<file path="src/rtl/hazard_tag_pipe.sv">
// hazard_tag_pipe: carries decode-stage register/control tags through the
// E, M and W stages for the hazard detection unit, applies bubble/freeze
// requests, and keeps stall/flush/retire statistics plus a stuck-pipe flag.
module hazard_tag_pipe #(
    parameter int CNT_W   = 32,
    parameter int TIMEOUT = 1024
) (
    input  logic             clk,
    input  logic             rst_n,
    input  logic             valid_D,
    input  logic [4:0]       rs1_D,
    input  logic [4:0]       rs2_D,
    input  logic [4:0]       rd_D,
    input  logic             regwrite_D,
    input  logic             memtoreg_D,
    input  logic             StallD,
    input  logic             FlushE,
    input  logic             branch_flush,
    input  logic             mem_stall,
    input  logic             clr_stats,
    output logic [4:0]       rs1_E,
    output logic [4:0]       rs2_E,
    output logic [4:0]       rd_E,
    output logic             regwrite_E,
    output logic             memtoreg_E,
    output logic [4:0]       rd_M,
    output logic             regwrite_M,
    output logic             memtoreg_M,
    output logic [4:0]       rd_W,
    output logic             regwrite_W,
    output logic             retire_W,
    output logic [CNT_W-1:0] stall_cnt,
    output logic [CNT_W-1:0] flush_cnt,
    output logic [CNT_W-1:0] retire_cnt,
    output logic             stall_timeout
);

    localparam int              RUN_W   = $clog2(TIMEOUT + 1);
    localparam logic [RUN_W-1:0] RUN_MAX = RUN_W'(TIMEOUT);

    // Saturating increment: an all-ones counter stays put instead of wrapping.
    function automatic logic [CNT_W-1:0] sat_inc(input logic [CNT_W-1:0] value);
        if (&value) begin
            return value;
        end else begin
            return value + CNT_W'(1);
        end
    endfunction

    // Stage registers
    logic             valid_e_r, valid_m_r, valid_w_r;
    logic [4:0]       rs1_e_r, rs2_e_r, rd_e_r, rd_m_r, rd_w_r;
    logic             regwrite_e_r, memtoreg_e_r;
    logic             regwrite_m_r, memtoreg_m_r;
    logic             regwrite_w_r;

    // Statistics registers
    logic [CNT_W-1:0] stall_cnt_r, flush_cnt_r, retire_cnt_r;
    logic [RUN_W-1:0] run_r;
    logic             timeout_r;

    // Decode-side next values
    logic             flush_s, stall_any_s, keep_s, rd_zero_s;
    logic             e_valid_s, e_regwrite_s, e_memtoreg_s;
    logic [4:0]       e_rs1_s, e_rs2_s, e_rd_s;
    logic [RUN_W-1:0] run_next_s;
    logic             timeout_hit_s;

    // Build the sanitised E-stage entry: a bubble when D is empty or being
    // flushed, and no write/load side effects for an x0 destination.
    always_comb begin
        flush_s      = FlushE | branch_flush;
        stall_any_s  = StallD | mem_stall;
        keep_s       = valid_D & ~flush_s;
        rd_zero_s    = (rd_D == 5'd0);
        e_valid_s    = 1'b0;
        e_rs1_s      = 5'd0;
        e_rs2_s      = 5'd0;
        e_rd_s       = 5'd0;
        e_regwrite_s = 1'b0;
        e_memtoreg_s = 1'b0;
        if (keep_s) begin
            e_valid_s    = 1'b1;
            e_rs1_s      = rs1_D;
            e_rs2_s      = rs2_D;
            e_rd_s       = rd_D;
            e_regwrite_s = regwrite_D & ~rd_zero_s;
            e_memtoreg_s = memtoreg_D & ~rd_zero_s;
        end else begin
            e_valid_s    = 1'b0;
        end
    end

    // Consecutive-stall run length, saturating at TIMEOUT.
    always_comb begin
        run_next_s = {RUN_W{1'b0}};
        if (!stall_any_s) begin
            run_next_s = {RUN_W{1'b0}};
        end else if (run_r == RUN_MAX) begin
            run_next_s = run_r;
        end else begin
            run_next_s = run_r + RUN_W'(1);
        end
        timeout_hit_s = stall_any_s & (run_next_s == RUN_MAX);
    end

    // Advance E/M/W unless data memory freezes the whole pipe.
    always_ff @(posedge clk or negedge rst_n) begin
        if (!rst_n) begin
            valid_e_r    <= 1'b0;
            rs1_e_r      <= 5'd0;
            rs2_e_r      <= 5'd0;
            rd_e_r       <= 5'd0;
            regwrite_e_r <= 1'b0;
            memtoreg_e_r <= 1'b0;
            valid_m_r    <= 1'b0;
            rd_m_r       <= 5'd0;
            regwrite_m_r <= 1'b0;
            memtoreg_m_r <= 1'b0;
            valid_w_r    <= 1'b0;
            rd_w_r       <= 5'd0;
            regwrite_w_r <= 1'b0;
        end else if (!mem_stall) begin
            valid_e_r    <= e_valid_s;
            rs1_e_r      <= e_rs1_s;
            rs2_e_r      <= e_rs2_s;
            rd_e_r       <= e_rd_s;
            regwrite_e_r <= e_regwrite_s;
            memtoreg_e_r <= e_memtoreg_s;
            valid_m_r    <= valid_e_r;
            rd_m_r       <= rd_e_r;
            regwrite_m_r <= regwrite_e_r;
            memtoreg_m_r <= memtoreg_e_r;
            valid_w_r    <= valid_m_r;
            rd_w_r       <= rd_m_r;
            regwrite_w_r <= regwrite_m_r;
        end else begin
            valid_e_r    <= valid_e_r;
            valid_m_r    <= valid_m_r;
            valid_w_r    <= valid_w_r;
        end
    end

    // Event counters and sticky stuck-pipe flag; clr_stats beats any increment.
    always_ff @(posedge clk or negedge rst_n) begin
        if (!rst_n) begin
            stall_cnt_r  <= {CNT_W{1'b0}};
            flush_cnt_r  <= {CNT_W{1'b0}};
            retire_cnt_r <= {CNT_W{1'b0}};
            run_r        <= {RUN_W{1'b0}};
            timeout_r    <= 1'b0;
        end else if (clr_stats) begin
            stall_cnt_r  <= {CNT_W{1'b0}};
            flush_cnt_r  <= {CNT_W{1'b0}};
            retire_cnt_r <= {CNT_W{1'b0}};
            run_r        <= {RUN_W{1'b0}};
            timeout_r    <= 1'b0;
        end else begin
            if (stall_any_s) begin
                stall_cnt_r <= sat_inc(stall_cnt_r);
            end
            if (!mem_stall && flush_s) begin
                flush_cnt_r <= sat_inc(flush_cnt_r);
            end
            if (!mem_stall && valid_w_r) begin
                retire_cnt_r <= sat_inc(retire_cnt_r);
            end
            run_r     <= run_next_s;
            timeout_r <= timeout_r | timeout_hit_s;
        end
    end

    assign rs1_E         = rs1_e_r;
    assign rs2_E         = rs2_e_r;
    assign rd_E          = rd_e_r;
    assign regwrite_E    = regwrite_e_r;
    assign memtoreg_E    = memtoreg_e_r;
    assign rd_M          = rd_m_r;
    assign regwrite_M    = regwrite_m_r;
    assign memtoreg_M    = memtoreg_m_r;
    assign rd_W          = rd_w_r;
    assign regwrite_W    = regwrite_w_r;
    assign retire_W      = valid_w_r;
    assign stall_cnt     = stall_cnt_r;
    assign flush_cnt     = flush_cnt_r;
    assign retire_cnt    = retire_cnt_r;
    assign stall_timeout = timeout_r;

endmodule

</file>
<file path="config.mk">
export PLATFORM = sky130hd
export DESIGN_NAME = hazard_tag_pipe
export DESIGN_NICKNAME = d
export VERILOG_FILES = /design/src/rtl/hazard_tag_pipe.sv
export SDC_FILE = /design/constraint.sdc
export NUM_CORES = 1
export LEC_CHECK = 0
export ABC_CLOCK_PERIOD_IN_PS = 5040
export BUFFER_PORTS_ARGS = -buffer_cell sky130_fd_sc_hd__buf_2
export CAP_MARGIN = 20
export CORE_MARGIN = 4
export CORE_UTILIZATION = 50
export DETAILED_ROUTE_END_ITERATION = 16
export GPL_TIMING_DRIVEN = 0
export PLACE_DENSITY = 0.74
export SLEW_MARGIN = 20
export SYNTH_ARGS = -nofsm -noshare
export SYNTH_HDL_FRONTEND = slang
export SYNTH_SLANG_ARGS = --single-unit
</file>
<file path="constraint.sdc">
create_clock -name clk -period 5.04 [get_ports clk]
set_clock_uncertainty 0.05 [all_clocks]
set_input_delay 0.504 -clock clk [delete_from_list [all_inputs] [get_ports clk]]
set_output_delay 0.504 -clock clk [all_outputs]
set_load 0.01 [all_outputs]
</file>
==> reports/metrics.yaml, run 1 <==
yosys:
  synth_common_cells: "dfrtp_1 (141), nor2_1 (67), a21oi_1 (52)"
  yosysWarningCount: 0
  netlist_top_cells_area: "dfrtp_1 (48%), mux2_2 (3.7%), a21oi_1 (3.6%), nor2_1 (3.4%), nand4_1 (3.2%)"
  seq_area_frac_synth: 0.481
  syn_area_per_cell_um2: 9.77
  synth-seq-cells: 141
  synth_edf_count: 0
  async_flop_share: 1.00
  yosysMostFrequentCell: "dfrtp_1"
  netlist_area_um2: 7330
  synth_cells: 750
  synth_flop_cell: "dfrtp_1"
  synth_cell_types: 58
  synth_area_leader_cell: "dfrtp_1"
  synth_top_area_share: 0.481
  syn_nets: 780
floorplanning:
  die_w_um: 129
  fp.dieArea_um2: 16700
  start_util: 0.520
  ios: 153
  rows: 43
  dieHeight_um: 129
  core_um2: 14100
placed_design:
  gp_congestion: 0.903
  preCtsSetupSlack_ps: 2120
  place_area_um2: 8360
  numPortBuffers: 152
  hpwl_mm: 13.9
critical_path:
  worstReg2RegEnd: "stall_cnt[1]$_DFFE_PN0P_"
  rr_startpoint: "stall_cnt[4]$_DFFE_PN0P_"
  cp_cell_sequence: "nand4_1, nor4_2, a31o_2, buf_4, buf_4, mux2i_1, nor2_1"
  cp_data_arrival_time_ps: 3100
  critPathMaxStageDelay_ps: 940
  rrSetupSlack_ps: 2190
  crit_start: "stall_cnt[4]$_DFFE_PN0P_"
  cpMaxStageDelayCell: "nor4_2"
  reg2reg_depth: 7
  start_kind: "flip-flop"
  critPathRequiredTime_ps: 5280
  crit_fanout: 10
  crit_top_cell: "buf_4"
  crit_path_end_kind: "flip-flop"
  crit_type: "reg -> reg"
timing:
  timing.final.crit_share: 0.566
  tns_ps: 0
  timing.fmax_mhz: 350
  setup_viol: 0
  hold_viol: 0
  rsz0062_at_grt: "false"
  setup_slack_ps: 2190
  worst_slew_pin_slew_ps: 1020
  finalMaxSlewViolations: 0
  fin_crit_ps: 2850
  relSlewSlack: 0.312
global_route:
  grt_pass1_wl_mm: 32.7
  overflow: 0
  grt_util_all_layers: 0.244
  grt_pass1_vias: 6375
  antenna_found_initial: 0
  grt_max_degree: 83
pwr:
  ir_worst_vdd_uv: 202
  leakagePower_nw: 3.97
  pwr_density_cell_nw_per_um2: 284
cts:
  clk_path_buf_depth: 2
  clock-sinks: 141
  cts_tree: "yes"
  post_cts_buffers: 0
  htreeDepth: 4
  clock-root-buffer: "clkbuf_16"
  cts_resized: 0
  clock_latency_ps: 430
  postCtsHoldBufs: 1
  numCtsBuffers: 17
  clkTransAtPathRegs_ps: 60
cells_and_area:
  area_growth_pct: 22.1
  filler_cell_count: 1218
  drive_above_1_share: 0.248
  stdcell_area_um2: 8950
  antenna_cells: 0
  nets: 953
detailed_routing:
  wl_mm: 19.7
  wl_per_cell_um: 17.6
  route.vias.total: 6707
  ant_nets: 0
  drt_pass1_iterations: 5
  drt_iter0_drc: 616
  vias_per_cell: 6.01
  drc_errors: 0
run_status:
  outcome: "finished clean"
flow_run:
  maxCapViolCount: 0
min_path:
  whs_path_depth: 2
  hp-start: "rs2_D[1]"
  hp-class: "in -> reg"
  holdPathEnd: "rs2_E[1]$_DFFE_PN0N_"
-- through the flow --
stage | std cells | total power [mW] | util | hold WS [ps]
final | 1116 | 2.54 | 0.635 | 245
after detailed placement | 1083 | 1.33 | 0.593 | 411
after floorplan | 750 | 1.25 | - | 158
after global routing | 1116 | 2.64 | 0.635 | 240
after global placement | 1082 | 1.32 | 0.590 | 411
after CTS | 1116 | 2.56 | 0.635 | 230
-- layer usage --
layer | share of wire | track usage | up-vias
li1 | - | - | 3186
met5 | 0 | 0 | -
met1 | 0.44 | 0.345 | 3240
met3 | 0.075 | 0.0655 | 39
met2 | 0.46 | 0.367 | 242
met4 | 0.022 | 0.0815 | 0
-- flip-flops by register name, indices dropped and copies added (netlist names), 5 cells and up --
signal	flops
flush_cnt	32
retire_cnt	32
stall_cnt	32
run_r	11
rd_E	5
rd_M	5
rd_W	5
rs1_E	5
rs2_E	5
-- logic make-up after synthesis --
group	after synthesis	synth area share
xor+xnor	38	0.0454
mux	27	0.0410
flops	141	0.481
simple gates	317	0.242
compound gates	162	0.150
buf+inv	60	0.0321
fa+ha+maj	5	0.00854
-- worst max-delay path by stage --
stage	end	cells after the start
floorplan	retire_cnt[30]$_DFFE_PN0P_	8
global placement	retire_cnt[21]$_DFFE_PN0P_	1
detailed placement	retire_cnt[4]$_DFFE_PN0P_	5
CTS	retire_cnt[4]$_DFFE_PN0P_	5
global route	stall_cnt[1]$_DFFE_PN0P_	7
finish	stall_cnt[1]$_DFFE_PN0P_	7
-- power by group --
group	internal, mW	leakage (nW)	switching, mW
clock network	0.730	0.270	0.505
registers	1.15	1.96	0.0151
logic	0.0499	1.75	0.0948
total	1.93	3.97	0.615
-- worst max-delay path, delay by kind of cell (launching register included) --
kind / cells / cell delay (ps)
AOI/OAI and AO/OA: 1 / 390
buffers and inverters: 2 / 400
DFF: 1 / 440
muxes: 1 / 200
and+or+nand+nor: 3 / 1250
-- layout make-up --
| class | instances | area, um2 | area share |
|---|---|---|---|
| Buffer | 42 | 168 | 0.0187 |
| Clock buffer | 19 | 433 | 0.0484 |
| Clock inverter | 13 | 144 | 0.0161 |
| Inverter | 18 | 67.6 | 0.00755 |
| Multi-Input combinational cell | 549 | 3580 | 0.400 |
| Sequential cell | 141 | 3530 | 0.394 |
| Tap cell | 180 | 225 | 0.0252 |
| Timing Repair Buffer | 154 | 808 | 0.0903 |
-- cell usage in the layout (no fill, tap or decap), types with 18 or more instances in the layout --
master | netlist | final
buf_2 | 2 | 153
dfrtp_1 | 141 | 141
nor2_1 | 67 | 67
a21oi_1 | 52 | 52
nand2_1 | 42 | 42
clkbuf_1 | 37 | 39
nand4_1 | 38 | 38
nand3_1 | 34 | 34
or4_1 | 28 | 28
xnor2_1 | 26 | 26
mux2_2 | 24 | 24
o21ai_0 | 24 | 24
or3_1 | 24 | 24
o31ai_1 | 23 | 23
inv_1 | 18 | 18
Note: power is estimated with default switching activity, not from simulation.
==> inputs of run 2 (changes only) <==
--- a/config.mk
+++ b/config.mk
@@ -5,14 +5,15 @@
 export SDC_FILE = /design/constraint.sdc
 export NUM_CORES = 1
 export LEC_CHECK = 0
-export ABC_CLOCK_PERIOD_IN_PS = 5040
+export ABC_AREA = 1
+export ABC_CLOCK_PERIOD_IN_PS = 2400
 export BUFFER_PORTS_ARGS = -buffer_cell sky130_fd_sc_hd__buf_2
 export CAP_MARGIN = 20
 export CORE_MARGIN = 4
 export CORE_UTILIZATION = 50
 export DETAILED_ROUTE_END_ITERATION = 16
 export GPL_TIMING_DRIVEN = 0
-export PLACE_DENSITY = 0.74
+export PLACE_DENSITY = 0.76
 export SLEW_MARGIN = 20
 export SYNTH_ARGS = -nofsm -noshare
 export SYNTH_HDL_FRONTEND = slang
==> constraint.sdc (replaced) <==
create_clock -name clk -period 2.4 [get_ports clk]
set_clock_uncertainty 0.05 [all_clocks]
set_input_delay 0.24 -clock clk [delete_from_list [all_inputs] [get_ports clk]]
set_output_delay 0.24 -clock clk [all_outputs]
set_load 0.01 [all_outputs]
==> run 2 against run 1 <==
- sequential power increased by 110%
- sequential share of layout area decreased by 4.9 points
- maximum frequency increased by 29%
- power increased by 130%
- final area increased by 14%
- die area increased by 15%
- sequential cell count unchanged
- worst hold slack got worse by 240 ps
- register-to-register slack got worse by 2000 ps
- clock power increased by 130%
- global-route usage increased by 2.1 points
- critical path depth increased by 4
- critical endpoint is now stall_cnt[31]$_DFFE_PN0P_
==> reports/metrics.yaml, run 2 <==
cts:
  cts_resized: 0  # unchanged
  clock-sinks: 141  # unchanged
  htreeDepth: 4  # unchanged
  cts_tree: "yes"
  numCtsBuffers: 17  # unchanged
  clkTransAtPathRegs_ps: 70  # about the same
  clock-root-buffer: "clkbuf_16"
  clk_path_buf_depth: 2  # unchanged
  clock_latency_ps: 430  # about the same
cells_and_area:
  final_common_cell: "nand2_1"
  antenna_cells: 0  # unchanged
  final_cell_mix: "nand2_1 (359), buf_2 (160), nor2_1 (145), dfrtp_1 (141), nand3_1 (135)"
  area_growth_pct: 20.4
  nets: 1407  # +48%
  drive_above_1_share: 0.178  # -0.0702
  finalNonFillerCells: 1610  # +44%
placed_design:
  numPortBuffers: 151  # -0.66%
  preCtsSetupSlack_ps: 240  # -1880 ps
  gp_congestion: 0.949  # +5.0%
  dp_cells: 1574  # +45%
  hpwl_mm: 19.0  # +37%
critical_path:
  rr_startpoint: "stall_cnt[0]$_DFFE_PN0P_"
  rrSetupSlack_ps: 200  # -1990 ps
  crit_path_end_kind: "flip-flop"
  cp_data_arrival_time_ps: 2510  # -590 ps
  start_kind: "flip-flop"
  reg2reg_depth: 11  # +4
  crit_type: "reg -> reg"
  worstReg2RegEnd: "stall_cnt[31]$_DFFE_PN0P_"
  critPathRequiredTime_ps: 2700  # -2580 ps
  crit_fanout: 10  # unchanged
floorplanning:
  dieHeight_um: 138  # +7.2%
  start_util: 0.511  # -0.00909
  ios: 153  # unchanged
  fp.dieArea_um2: 19200  # +15%
  rows: 47  # +9.3%
  core_um2: 16600  # +18%
  die_w_um: 138  # +7.2%
min_path:
  hp-class: "in -> reg"
  hp-start: "rs2_D[2]"
  whs_path_depth: 3  # +1
  holdPathEnd: "rs2_E[2]$_DFFE_PN0N_"
detailed_routing:
  wl_mm: 25.2  # +28%
  drt_pass1_iterations: 5  # unchanged
  drt_iter0_drc: 645  # +4.7%
  route.vias.total: 8653  # +29%
  ant_nets: 0  # unchanged
  wl_per_cell_um: 15.6  # -11%
  vias_per_cell: 5.37  # -11%
  drc_errors: 0  # unchanged
yosys:
  synth_common_cells: "nand2_1 (359), nor2_1 (145), dfrtp_1 (141)"
  netlist_area_um2: 8500  # +16%
  synth_top_area_share: 0.415  # -0.0664
  synth_edf_count: 0  # unchanged
  yosysWarningCount: 0  # unchanged
  seq_area_frac_synth: 0.415  # -0.0664
  synth_area_leader_cell: "dfrtp_1"
  synth_flop_cell: "dfrtp_1"
  syn_nets: 1232  # +58%
  async_flop_share: 1.00  # unchanged
  synth_cells: 1202  # +60%
  syn_area_per_cell_um2: 7.07  # -28%
  yosysMostFrequentCell: "nand2_1"
  synth-seq-cells: 141  # unchanged
  netlist_top_cells_area: "dfrtp_1 (42%), nand2_1 (16%), nand3_1 (7.9%), nor2_1 (6.4%), inv_1 (4.4%)"
  synth_cell_types: 35  # -40%
timing:
  rsz0062_at_grt: "false"
  finalMaxSlewViolations: 0  # unchanged
  hold_viol: 0  # unchanged
  tns_ps: 0  # unchanged
  fin_crit_ps: 2200  # -650 ps
  relSlewSlack: 0.474  # +0.161
  timing.fmax_mhz: 454  # +29%
  setup_slack_ps: 195  # -1990 ps
  setup_viol: 0  # unchanged
  worst_slew_pin_slew_ps: 789  # -234 ps
  timing.final.crit_share: 0.919  # +0.352
global_route:
  grt_pass1_wl_mm: 41.9  # +28%
  grt_max_degree: 85  # +2.4%
  grt_pass1_vias: 8091  # +27%
  overflow: 0  # unchanged
  grt_util_all_layers: 0.265  # +0.0207
  antenna_found_initial: 0  # unchanged
pwr:
  leakagePower_nw: 4.84  # +22%
  ir_worst_vdd_uv: 593  # +190%
  pwr_density_cell_nw_per_um2: 561  # +97%
run_status:
  outcome: "finished clean"
flow_run:
  maxCapViolCount: 0  # unchanged
-- run 2: changes by cell type after synthesis, sizes merged, moves of 19 or more --
cell | previous run | this run
nand2 | 42 | 367
clkbuf | 37 | 12
buf | 5 | 24
nand3 | 35 | 136
nor2 | 68 | 154
a21oi | 52 | 4
mux2 | 24 | 0
nor3 | 10 | 36
or3 | 24 | 0
o21ai | 24 | 101
or4 | 28 | 0
inv | 18 | 107
-- run 2: metrics by stage --
step | power (mW) | util | instance area (um2) | hold WS (ps)
3_3_place_gp | 2.94 | 0.573 | 9530 | 411
2_1_floorplan | 2.73 | - | 8500 | -106
3_5_place_dp | 2.95 | 0.575 | 9570 | 149
5_1_grt | 5.95 | 0.615 | 10200 | 17.3
6_report | 5.74 | 0.615 | 10200 | 9.57
4_1_cts | 5.77 | 0.615 | 10200 | 0.597
-- run 2: power by group --
part	internal, mW	total [mW]	switching (mW)	leakage [nW]
registers	2.42	2.48	0.0545	1.95
logic	0.135	0.429	0.293	2.58
clock network	1.68	2.84	1.16	0.305
total	4.24	5.74	1.51	4.84
-- run 2: critical path, stage by stage, from the launching register on --
cell     delay, ps
dfrtp_1        470
ha_1           290
nand2_2        100
nor2_4         220
nand2_2        120
nor2_2         180
nand3_1        110
nand2_2        100
buf_6          170
buf_6          160
nand2_1         60
o21ai_1         80
-- run 2: worst max-delay path by stage --
stage / startpoint / slack (ps) / to
floorplan: stall_cnt[0]$_DFFE_PN0P_ / 580 / stall_cnt[10]$_DFFE_PN0P_
global placement: rst_n / -1080 / rs1_E[2]$_DFFE_PN0N_
detailed placement: stall_cnt[0]$_DFFE_PN0P_ / 240 / stall_cnt[29]$_DFFE_PN0P_
CTS: stall_cnt[0]$_DFFE_PN0P_ / 230 / stall_cnt[29]$_DFFE_PN0P_
global route: stall_cnt[0]$_DFFE_PN0P_ / 20 / stall_cnt[29]$_DFFE_PN0P_
finish: stall_cnt[0]$_DFFE_PN0P_ / 200 / stall_cnt[31]$_DFFE_PN0P_
-- run 2: area by class of cell --
type | instances | area [um2]
clock buffers | 17 | 425
fillers | 1549 | 6410
plain buffers | 36 | 226
multi-input cells | 916 | 4340
repair buffers | 156 | 833
clock inverters | 15 | 201
well taps | 220 | 275
flip-flops and latches | 141 | 3530
inverters | 109 | 409
-- run 2: what timing repair did --
item | 4_1_cts | 5_1_grt
hold endpoints to repair | 60 | 0
buffers inserted | 0 | 0
hold buffers | 4 | 0
-- run 2: logic make-up after synthesis --
| kind of cell | synth area share |
|---|---|
| adder cells (fa/ha/maj) | 0.00736 |
| AO/OA/AOI/OAI | 0.0976 |
| AND/OR/NAND/NOR | 0.370 |
| buffers and inverters | 0.0748 |
| XOR/XNOR | 0.0350 |
| flip-flops | 0.415 |
-- run 2: metal layers --
layer  global-route usage  vias up  wire, um
met2                0.420      318     11600
met3               0.0515       50      1690
met4               0.0811        0       488
met1                0.369     4020     11400
met5                    0        -         0
li1                     -     4265         -
